`src/rtl/task_dispatcher.sv`:
```
// Pops earliest-deadline tasks from the ready queue, runs them on the tick time-base, drives queue aging.
// Latency: q_rd to busy 2 cycles, tick to done/miss/q_subtract 1 cycle; pops stall while aging is active.
module task_dispatcher #(
    parameter int W             = 42,
    parameter int REPAIR_CYCLES = 4
) (
    input  logic         clk,
    input  logic         rst,
    input  logic         tick,
    input  logic         q_empty,
    input  logic [W-2:0] q_data,
    input  logic         q_fail,
    input  logic [W-2:0] q_data_fail,
    output logic         q_rd,
    output logic         q_subtract,
    output logic         q_repair,
    output logic         busy,
    output logic [7:0]   run_id,
    output logic         done,
    output logic [7:0]   done_id,
    output logic         miss,
    output logic [7:0]   miss_id,
    output logic         q_fail_seen,
    output logic [15:0]  miss_count,
    output logic         tick_overrun
);

    typedef enum logic [1:0] {IDLE, FETCH, LOAD, RUN} state_t;

    localparam int CW = (REPAIR_CYCLES > 1) ? $clog2(REPAIR_CYCLES) : 1;
    localparam logic [CW-1:0] REP_LAST = CW'(REPAIR_CYCLES - 1);

    state_t        state, state_n;
    logic [15:0]   rem, slack;
    logic          flag_r;
    logic          pending;
    logic [CW-1:0] rep_cnt;

    logic          rd_n, busy_n, done_n, miss_n, load, step;
    logic [7:0]    run_id_n, done_id_n, miss_id_n;

    logic [7:0]    hd_id;
    logic [15:0]   hd_dl, hd_ex;
    logic          last_rep, aging_free, aging_idle;
    logic [16:0]   mc_sum;
    logic          unused_bits;

    assign hd_id = q_data[W-2 -: 8];
    assign hd_dl = q_data[W-10 -: 16];
    assign hd_ex = q_data[W-26 -: 16];

    // The failed word is only counted here; its contents belong to a later stage.
    assign unused_bits = ^{q_data_fail, flag_r};

    assign last_rep   = q_repair && (rep_cnt == REP_LAST);
    assign aging_free = !(q_subtract || q_repair) || last_rep;
    // A tick this cycle would raise q_subtract during FETCH, so it also blocks a pop.
    assign aging_idle = !q_subtract && !q_repair && !pending && !tick;

    always_comb begin
        state_n   = state;
        rd_n      = 1'b0;
        busy_n    = busy;
        run_id_n  = run_id;
        done_n    = 1'b0;
        done_id_n = done_id;
        miss_n    = 1'b0;
        miss_id_n = miss_id;
        load      = 1'b0;
        step      = 1'b0;
        case (state)
            IDLE: begin
                if (!q_empty && aging_idle) begin
                    state_n = FETCH;
                    rd_n    = 1'b1;
                end
            end
            FETCH: state_n = LOAD;
            LOAD: begin
                load = 1'b1;
                if (hd_ex == 16'd0) begin
                    done_n    = 1'b1;
                    done_id_n = hd_id;
                    state_n   = IDLE;
                end else begin
                    busy_n   = 1'b1;
                    run_id_n = hd_id;
                    state_n  = RUN;
                end
            end
            RUN: begin
                if (tick) begin
                    step = 1'b1;
                    if (rem == 16'd1) begin
                        done_n    = 1'b1;
                        done_id_n = run_id;
                        busy_n    = 1'b0;
                        run_id_n  = 8'd0;
                        state_n   = IDLE;
                    end else if (slack <= 16'd1) begin
                        miss_n    = 1'b1;
                        miss_id_n = run_id;
                        busy_n    = 1'b0;
                        run_id_n  = 8'd0;
                        state_n   = IDLE;
                    end
                end
            end
            default: state_n = IDLE;
        endcase
    end

    always_ff @(posedge clk) begin
        if (rst) begin
            state   <= IDLE;
            q_rd    <= 1'b0;
            busy    <= 1'b0;
            run_id  <= 8'd0;
            done    <= 1'b0;
            done_id <= 8'd0;
            miss    <= 1'b0;
            miss_id <= 8'd0;
            rem     <= 16'd0;
            slack   <= 16'd0;
            flag_r  <= 1'b0;
        end else begin
            state   <= state_n;
            q_rd    <= rd_n;
            busy    <= busy_n;
            run_id  <= run_id_n;
            done    <= done_n;
            done_id <= done_id_n;
            miss    <= miss_n;
            miss_id <= miss_id_n;
            if (load) begin
                rem    <= hd_ex;
                slack  <= hd_dl;
                flag_r <= q_data[0];
            end else if (step) begin
                rem   <= (rem   != 16'd0) ? rem   - 16'd1 : 16'd0;
                slack <= (slack != 16'd0) ? slack - 16'd1 : 16'd0;
            end
        end
    end

    // Aging engine: one subtract then a repair window per tick, one tick of look-ahead.
    always_ff @(posedge clk) begin
        if (rst) begin
            q_subtract   <= 1'b0;
            q_repair     <= 1'b0;
            rep_cnt      <= '0;
            pending      <= 1'b0;
            tick_overrun <= 1'b0;
        end else begin
            q_subtract <= aging_free && (pending || tick);
            if (aging_free) begin
                pending <= pending && tick;
            end else if (tick) begin
                if (pending) tick_overrun <= 1'b1;
                else         pending      <= 1'b1;
            end
            if (q_subtract) begin
                q_repair <= 1'b1;
                rep_cnt  <= '0;
            end else if (last_rep) begin
                q_repair <= 1'b0;
            end else if (q_repair) begin
                rep_cnt <= rep_cnt + CW'(1);
            end
        end
    end

    assign mc_sum = {1'b0, miss_count} + 17'(miss_n) + 17'(q_fail);

    always_ff @(posedge clk) begin
        if (rst) begin
            q_fail_seen <= 1'b0;
            miss_count  <= 16'd0;
        end else begin
            q_fail_seen <= q_fail;
            miss_count  <= mc_sum[16] ? 16'hFFFF : mc_sum[15:0];
        end
    end

endmodule

```
`config.mk`:
```
export PLATFORM = sky130hd
export DESIGN_NAME = task_dispatcher
export DESIGN_NICKNAME = d
export VERILOG_FILES = /design/src/rtl/task_dispatcher.sv
export SDC_FILE = /design/constraint.sdc
export NUM_CORES = 1
export LEC_CHECK = 0
export CAP_MARGIN = 10
export CELL_PAD_IN_SITES_DETAIL_PLACEMENT = 0
export CELL_PAD_IN_SITES_GLOBAL_PLACEMENT = 2
export CORE_MARGIN = 10
export CORE_UTILIZATION = 26
export CTS_CLUSTER_SIZE = 16
export DETAILED_ROUTE_END_ITERATION = 10
export PLACE_DENSITY_LB_ADDON = 0.08
export SYNTH_ARGS = -nofsm -noshare
export SYNTH_HDL_FRONTEND = slang
export SYNTH_SLANG_ARGS = --single-unit
```
`constraint.sdc`:
```
create_clock -name clk -period 5 [get_ports clk]
set_clock_uncertainty 0.15 [all_clocks]
set_input_delay 0.75 -clock clk [delete_from_list [all_inputs] [get_ports clk]]
set_output_delay 0.75 -clock clk [all_outputs]
set_load 0.1 [all_outputs]
```
Word level (Yosys, flattened, before mapping)
Cells that the tools add are included.
{ "totals": {"regBits": 85, "input_bits": 87, "elab_cells": 113} }
{ "op_classes": {"bitwise": 4, "n_eq_ne": 11, "order_cmp": 1, "mux": 43, "add_sub_neg": 5, "reduce_logical": 32} }
{ "op_table": {"columns": ["cell", "count"], "rows": [
  ["$mux W16", 7],
  ["$mux W8", 7],
  ["$pmux W8 S2", 2],
  ["$reduce_bool A16 Y1", 2],
  ["$sub A16 B1 Y16 const B", 2],
  ["$mux W1", 19],
  ["$add A16 B1 Y17", 1],
  ["$add A17 B1 Y17", 1],
  ["$eq A16 B1 Y1 const B", 1],
  ["$le A16 B1 Y1 const B", 1],
  ["$logic_not A16 Y1", 1],
  ["$reduce_and A4 Y1", 3],
  ["$mux W2", 5],
  ["$ne A2 B2 Y1 const B", 5],
  ["$pmux W2 S4", 1],
  ["$reduce_bool A2 Y1", 4],
  ["$logic_and A1 B1 Y1", 7],
  ["$eq A2 B2 Y1 const B", 3],
  ["$logic_not A1 Y1", 6],
  ["$reduce_and A3 Y1", 2],
  ["$not A1 Y1", 4],
  ["$pmux W1 S2", 2],
  ["$reduce_or A2 Y1", 2],
  ["$logic_or A1 B1 Y1", 3],
  ["5 further kinds", 5]
]} }

Longest topological paths before layout
{ "logic_depth": {"depth_word": 8, "mapped_depth": 14, "depth_no_buf": 13} }

Worst setup path after synthesis
No wires, ideal clock.
{ "synth_path": {"path_type": "reg-to-reg", "from": "reg slack[10]", "to": "reg miss_count[10]", "setup_ps": 71, "synth_period_minus_slack_ps": 3562, "slack_ps": 1438, "arrival_ps": 3342, "required_time_ps": 4779, "stages_incl_launch_ff": 13, "cell_sequence": "dfxtp_1 or4_4 nor4_4 nand4_1 buf_4 fa_1 inv_1 ha_1 nand4_1 nor4_1 nand3_1 clkbuf_1 a21oi_1"} }
{ "synth_via": {"elab_chain_len": 8} }
{ "synth_rtl": {"columns": ["item", "line_no", "source"], "rows": [
  ["start: declaration", "34", "logic [15:0] rem, slack;"],
  ["start signal: assignment", "137", "slack <= hd_dl;"],
  ["start signal: assignment", "141", "slack <= (slack != 16'd0) ? slack - 16'd1 : 16'd0;"],
  ["$le A16 B1 Y1", "100", "end else if (slack <= 16'd1) begin"],
  ["$mux W1", "100", null],
  ["$mux W1", "94", "if (rem == 16'd1) begin"],
  ["$mux W1", "92", "if (tick) begin"],
  ["$mux W1", "71", "case (state)"],
  ["$add A16 B1 Y17", "173", "assign mc_sum = {1'b0, miss_count} + 17'(miss_n) + 17'(q_fail);"],
  ["$add A17 B1 Y17", "173", null],
  ["$mux W16", "181", "miss_count <= mc_sum[16] ? 16'hFFFF : mc_sum[15:0];"],
  ["end signal: assignment", "181", null],
  ["end: declaration", "24", "output logic [15:0] miss_count,"]
]} }
Every way passes these cells.
A chain may end at the register's enable or synchronous reset.

Worst setup path after layout
{ "layout_path": {"from": "reg slack[10]", "to": "reg miss_count[0]"} }
Same word-level chain as after synthesis.

==> results.py <==
metrics = {
    "run_status": {
        "status": "finished clean",
    },
    "min_path": {
        "whs_endpoint": "tick_overrun",
        "whs_path_depth": 2,
        "hp-class": "flop to flop",
        "hp-start": "tick_overrun",
    },
    "worst_setup_path": {
        "crit_path_end_kind": "flop",
        "cp.required_ns": 5.12,
        "cp_cell_sequence": "or4_4 -> nor4_4 -> nand4_1 -> fa_1 -> inv_1 -> ha_1 -> nand4_1 -> nor4_1 -> nand3_1 -> a21oi_1",
        "timing.reg2reg.setup_slack_ns": 0.95,
        "critical_path.slowest_cell": "nor4_1",
        "timing.rr.end": "miss_count[0]",
        "worst-path-buf-inv": 1,
        "reg2reg_from": "slack[10]",
        "arrival_ns": 4.17,
        "path_delay_family": "simple AND/OR/NAND/NOR gates",
        "worst-path-max-fanout": 12,
        "startpoint_type": "flop",
        "critical_path.most_common_cell": "nand4_1",
        "max_stage_delay_ns": 0.60,
        "ff2ff_path_depth": 10,
        "crit_type": "flop to flop",
    },
    "clock_tree": {
        "post_cts_resize_count": 0,
        "cts_root_buf": "clkbuf_16",
        "cts_buffers": 9,
        "cts_hold_buf": 0,
        "cts_max_path_buffers": 2,
        "cts_tree": "done",
        "cts_setup_buffers": 0,
        "htreeDepth": 3,
        "worstSkewPairLatency_ns": 0.34,
        "clkTransAtPathRegs_ns": 0.06,
        "cts.sinks": 85,
    },
    "pwr": {
        "power.density_nw_per_um2": 365,
        "ir_worst_vdd_mv": 0.148,
        "p_leak_nw": 1.97,
    },
    "synthesis": {
        "yosysWarnings": 0,
        "synthesis.area_um2": 4100,
        "syn_nets": 561,
        "ys_ff_latch": 85,
        "synth_flop_cell": "dfxtp_1",
        "ys_seq_area_share_pct": 41.5,
        "async_flop_share_pct": 0,
        "avgSynthCellArea_um2": 8.81,
        "synth_cells": 465,
        "ys_types": 56,
        "synth_edf_count": 0,
    },
    "placed_design": {
        "routabilityCongestion": 0.763,
        "io_buffers": 92,
        "hpwlAfterDp_um": 9230,
    },
    "die": {
        "die_height_um": 146,
        "core_area_um2": 15300,
        "die-area_um2": 21200,
        "rows": 45,
        "ios": 135,
        "initial_core_util_pct": 26.8,
        "die_w_um": 146,
    },
    "grt": {
        "antenna_found_initial": 0,
        "grt_max_degree": 71,
        "overflow": 0,
        "grt_usage_pct": 11.8,
        "grt_pass1_wl_um": 20200,
        "grt_pass1_vias": 3667,
    },
    "route": {
        "viasPerCell": 4.83,
        "dr.pass1.iters": 4,
        "wire_per_inst_um": 16.3,
        "drc": 0,
        "vias": 3711,
        "drtAntennaViolNets": 0,
        "routed_wl_um": 12600,
        "drt-initial-drc-count": 224,
    },
    "sta": {
        "relSlewSlack_pct": 32.4,
        "setup_viol": 0,
        "period_needed_ns": 4.05,
        "rsz0062_at_grt": "false",
        "hold_viol": 0,
        "clock.fmax_ghz": 0.247,
        "finalMaxSlewViolations": 0,
        "tns_ns": 0,
        "timing.final.crit_share_pct": 81.0,
        "tightest_slew_ns": 1.01,
        "whs_ns": 0.337,
    },
    "flow_run": {
        "drv_cap": 0,
    },
    "final_layout": {
        "syn2layout_area_growth_pct": 33.9,
        "antennaDiodeCount": 0,
        "drive_gt1_share_pct": 5.91,
        "nets": 650,
    },
}
how the worst max path moves through the flow:
stage / end / cells after the start / start / slack (ns)
after global routing: miss_count[8] / 10 / slack[10] / 0.60
after detailed placement: miss_count[0] / 10 / tick / 0.52
after CTS: miss_count[0] / 10 / slack[10] / 0.87
final: miss_count[0] / 10 / slack[10] / 0.95
after global placement: miss_count[0] / 10 / tick / 0.54
after floorplan: miss_count[10] / 12 / slack[10] / 1.44
cells in the final DEF (no fill, tap or decap), drive strengths merged, types with 3 or more instances in the layout:
| cell type | n |
|---|---|
| a32o | 3 |
| nand3b | 3 |
| or3 | 3 |
| nor3 | 19 |
| a21oi | 20 |
| dfxtp | 85 |
| o22ai | 8 |
| buf | 7 |
| clkdlybuf4s50 | 91 |
| nor2 | 53 |
| clkbuf | 11 |
| inv | 22 |
| nor4 | 17 |
| and2 | 3 |
| xnor2 | 18 |
| and3 | 3 |
| nor2b | 3 |
| o21ai | 24 |
| ha | 8 |
| o32ai | 8 |
| nand2 | 39 |
| nand2b | 6 |
| mux2i | 21 |
| xor2 | 13 |
| nand4 | 8 |
| a211oi | 3 |
| nand3 | 17 |
| a22oi | 10 |
metrics by stage:
step | cell area, µm² | instances | power, mW | worst slack [ns] | util, %
detailed placement | 5190 | 754 | 1.33 | 0.523 | 33.9
floorplan | 4100 | 465 | 1.18 | 1.44 | -
global placement | 5190 | 754 | 1.33 | 0.538 | 33.9
global route | 5490 | 769 | 2.13 | 0.605 | 35.8
finish | 5490 | 769 | 2.00 | 0.948 | 35.8
CTS | 5490 | 769 | 2.04 | 0.875 | 35.8
registers in the layout, indices dropped and copies added (netlist names), 2 cells and up:
| register | cells |
|---|---|
| done_id | 8 |
| miss_count | 16 |
| miss_id | 8 |
| rem | 16 |
| rep_cnt | 2 |
| run_id | 8 |
| slack | 16 |
| state | 2 |
layer usage:
layer  up-vias  global-route usage [%]  share of wire [%]
li1       1858                       -                  -
met1      1772                    14.4                 47
met2        75                    19.5                 47
met3         6                    4.07                4.7
met4         0                    2.88               0.78
met5         -                       0                  0
cells by family after synthesis:
family                   synth area share [%]
AO/OA/AOI/OAI                            15.3
XOR/XNOR                                 6.63
adder cells (fa/ha/maj)                  2.93
buffers and inverters                    5.34
flip-flops                               41.5
multiplexers                             5.13
AND/OR/NAND/NOR                          23.2
layout make-up:
cell class,count,area [µm²]
Fill cell,1620,9830
Multi-Input combinational cell,338,2180
Sequential cell,85,1700
Timing Repair Buffer,98,961
Tap cell,211,264
Clock buffer,11,253
Inverter,22,82.6
Clock inverter,4,47.5
cell usage after synthesis, types with 10 or more instances:
library cell	n	share of area, %
dfxtp_1	85	42
nor2_1	52	4.8
nand2_1	39	3.6
o21ai_0	24	2.9
inv_1	22	2.0
mux2i_1	21	5.1
a21oi_1	20	2.4
nor3_1	19	2.3
xnor2_1	18	3.8
nand3_1	17	2.1
nor4_1	14	2.1
xor2_1	13	2.8
a22oi_1	10	1.8
clkbuf_1	10	0.92
worst min-delay path, cell delays in order, from the launching register on:
cell and delay [ns]:
dfxtp_1 0.33, a31oi_1 0.05, nor2_1 0.07
power breakdown:
part	switching [mW]	total (mW)	internal (mW)
Sequential	0.0549	0.776	0.721
Combinational	0.320	0.538	0.219
Clock	0.277	0.687	0.410
(Power assumes the default switching activity.)
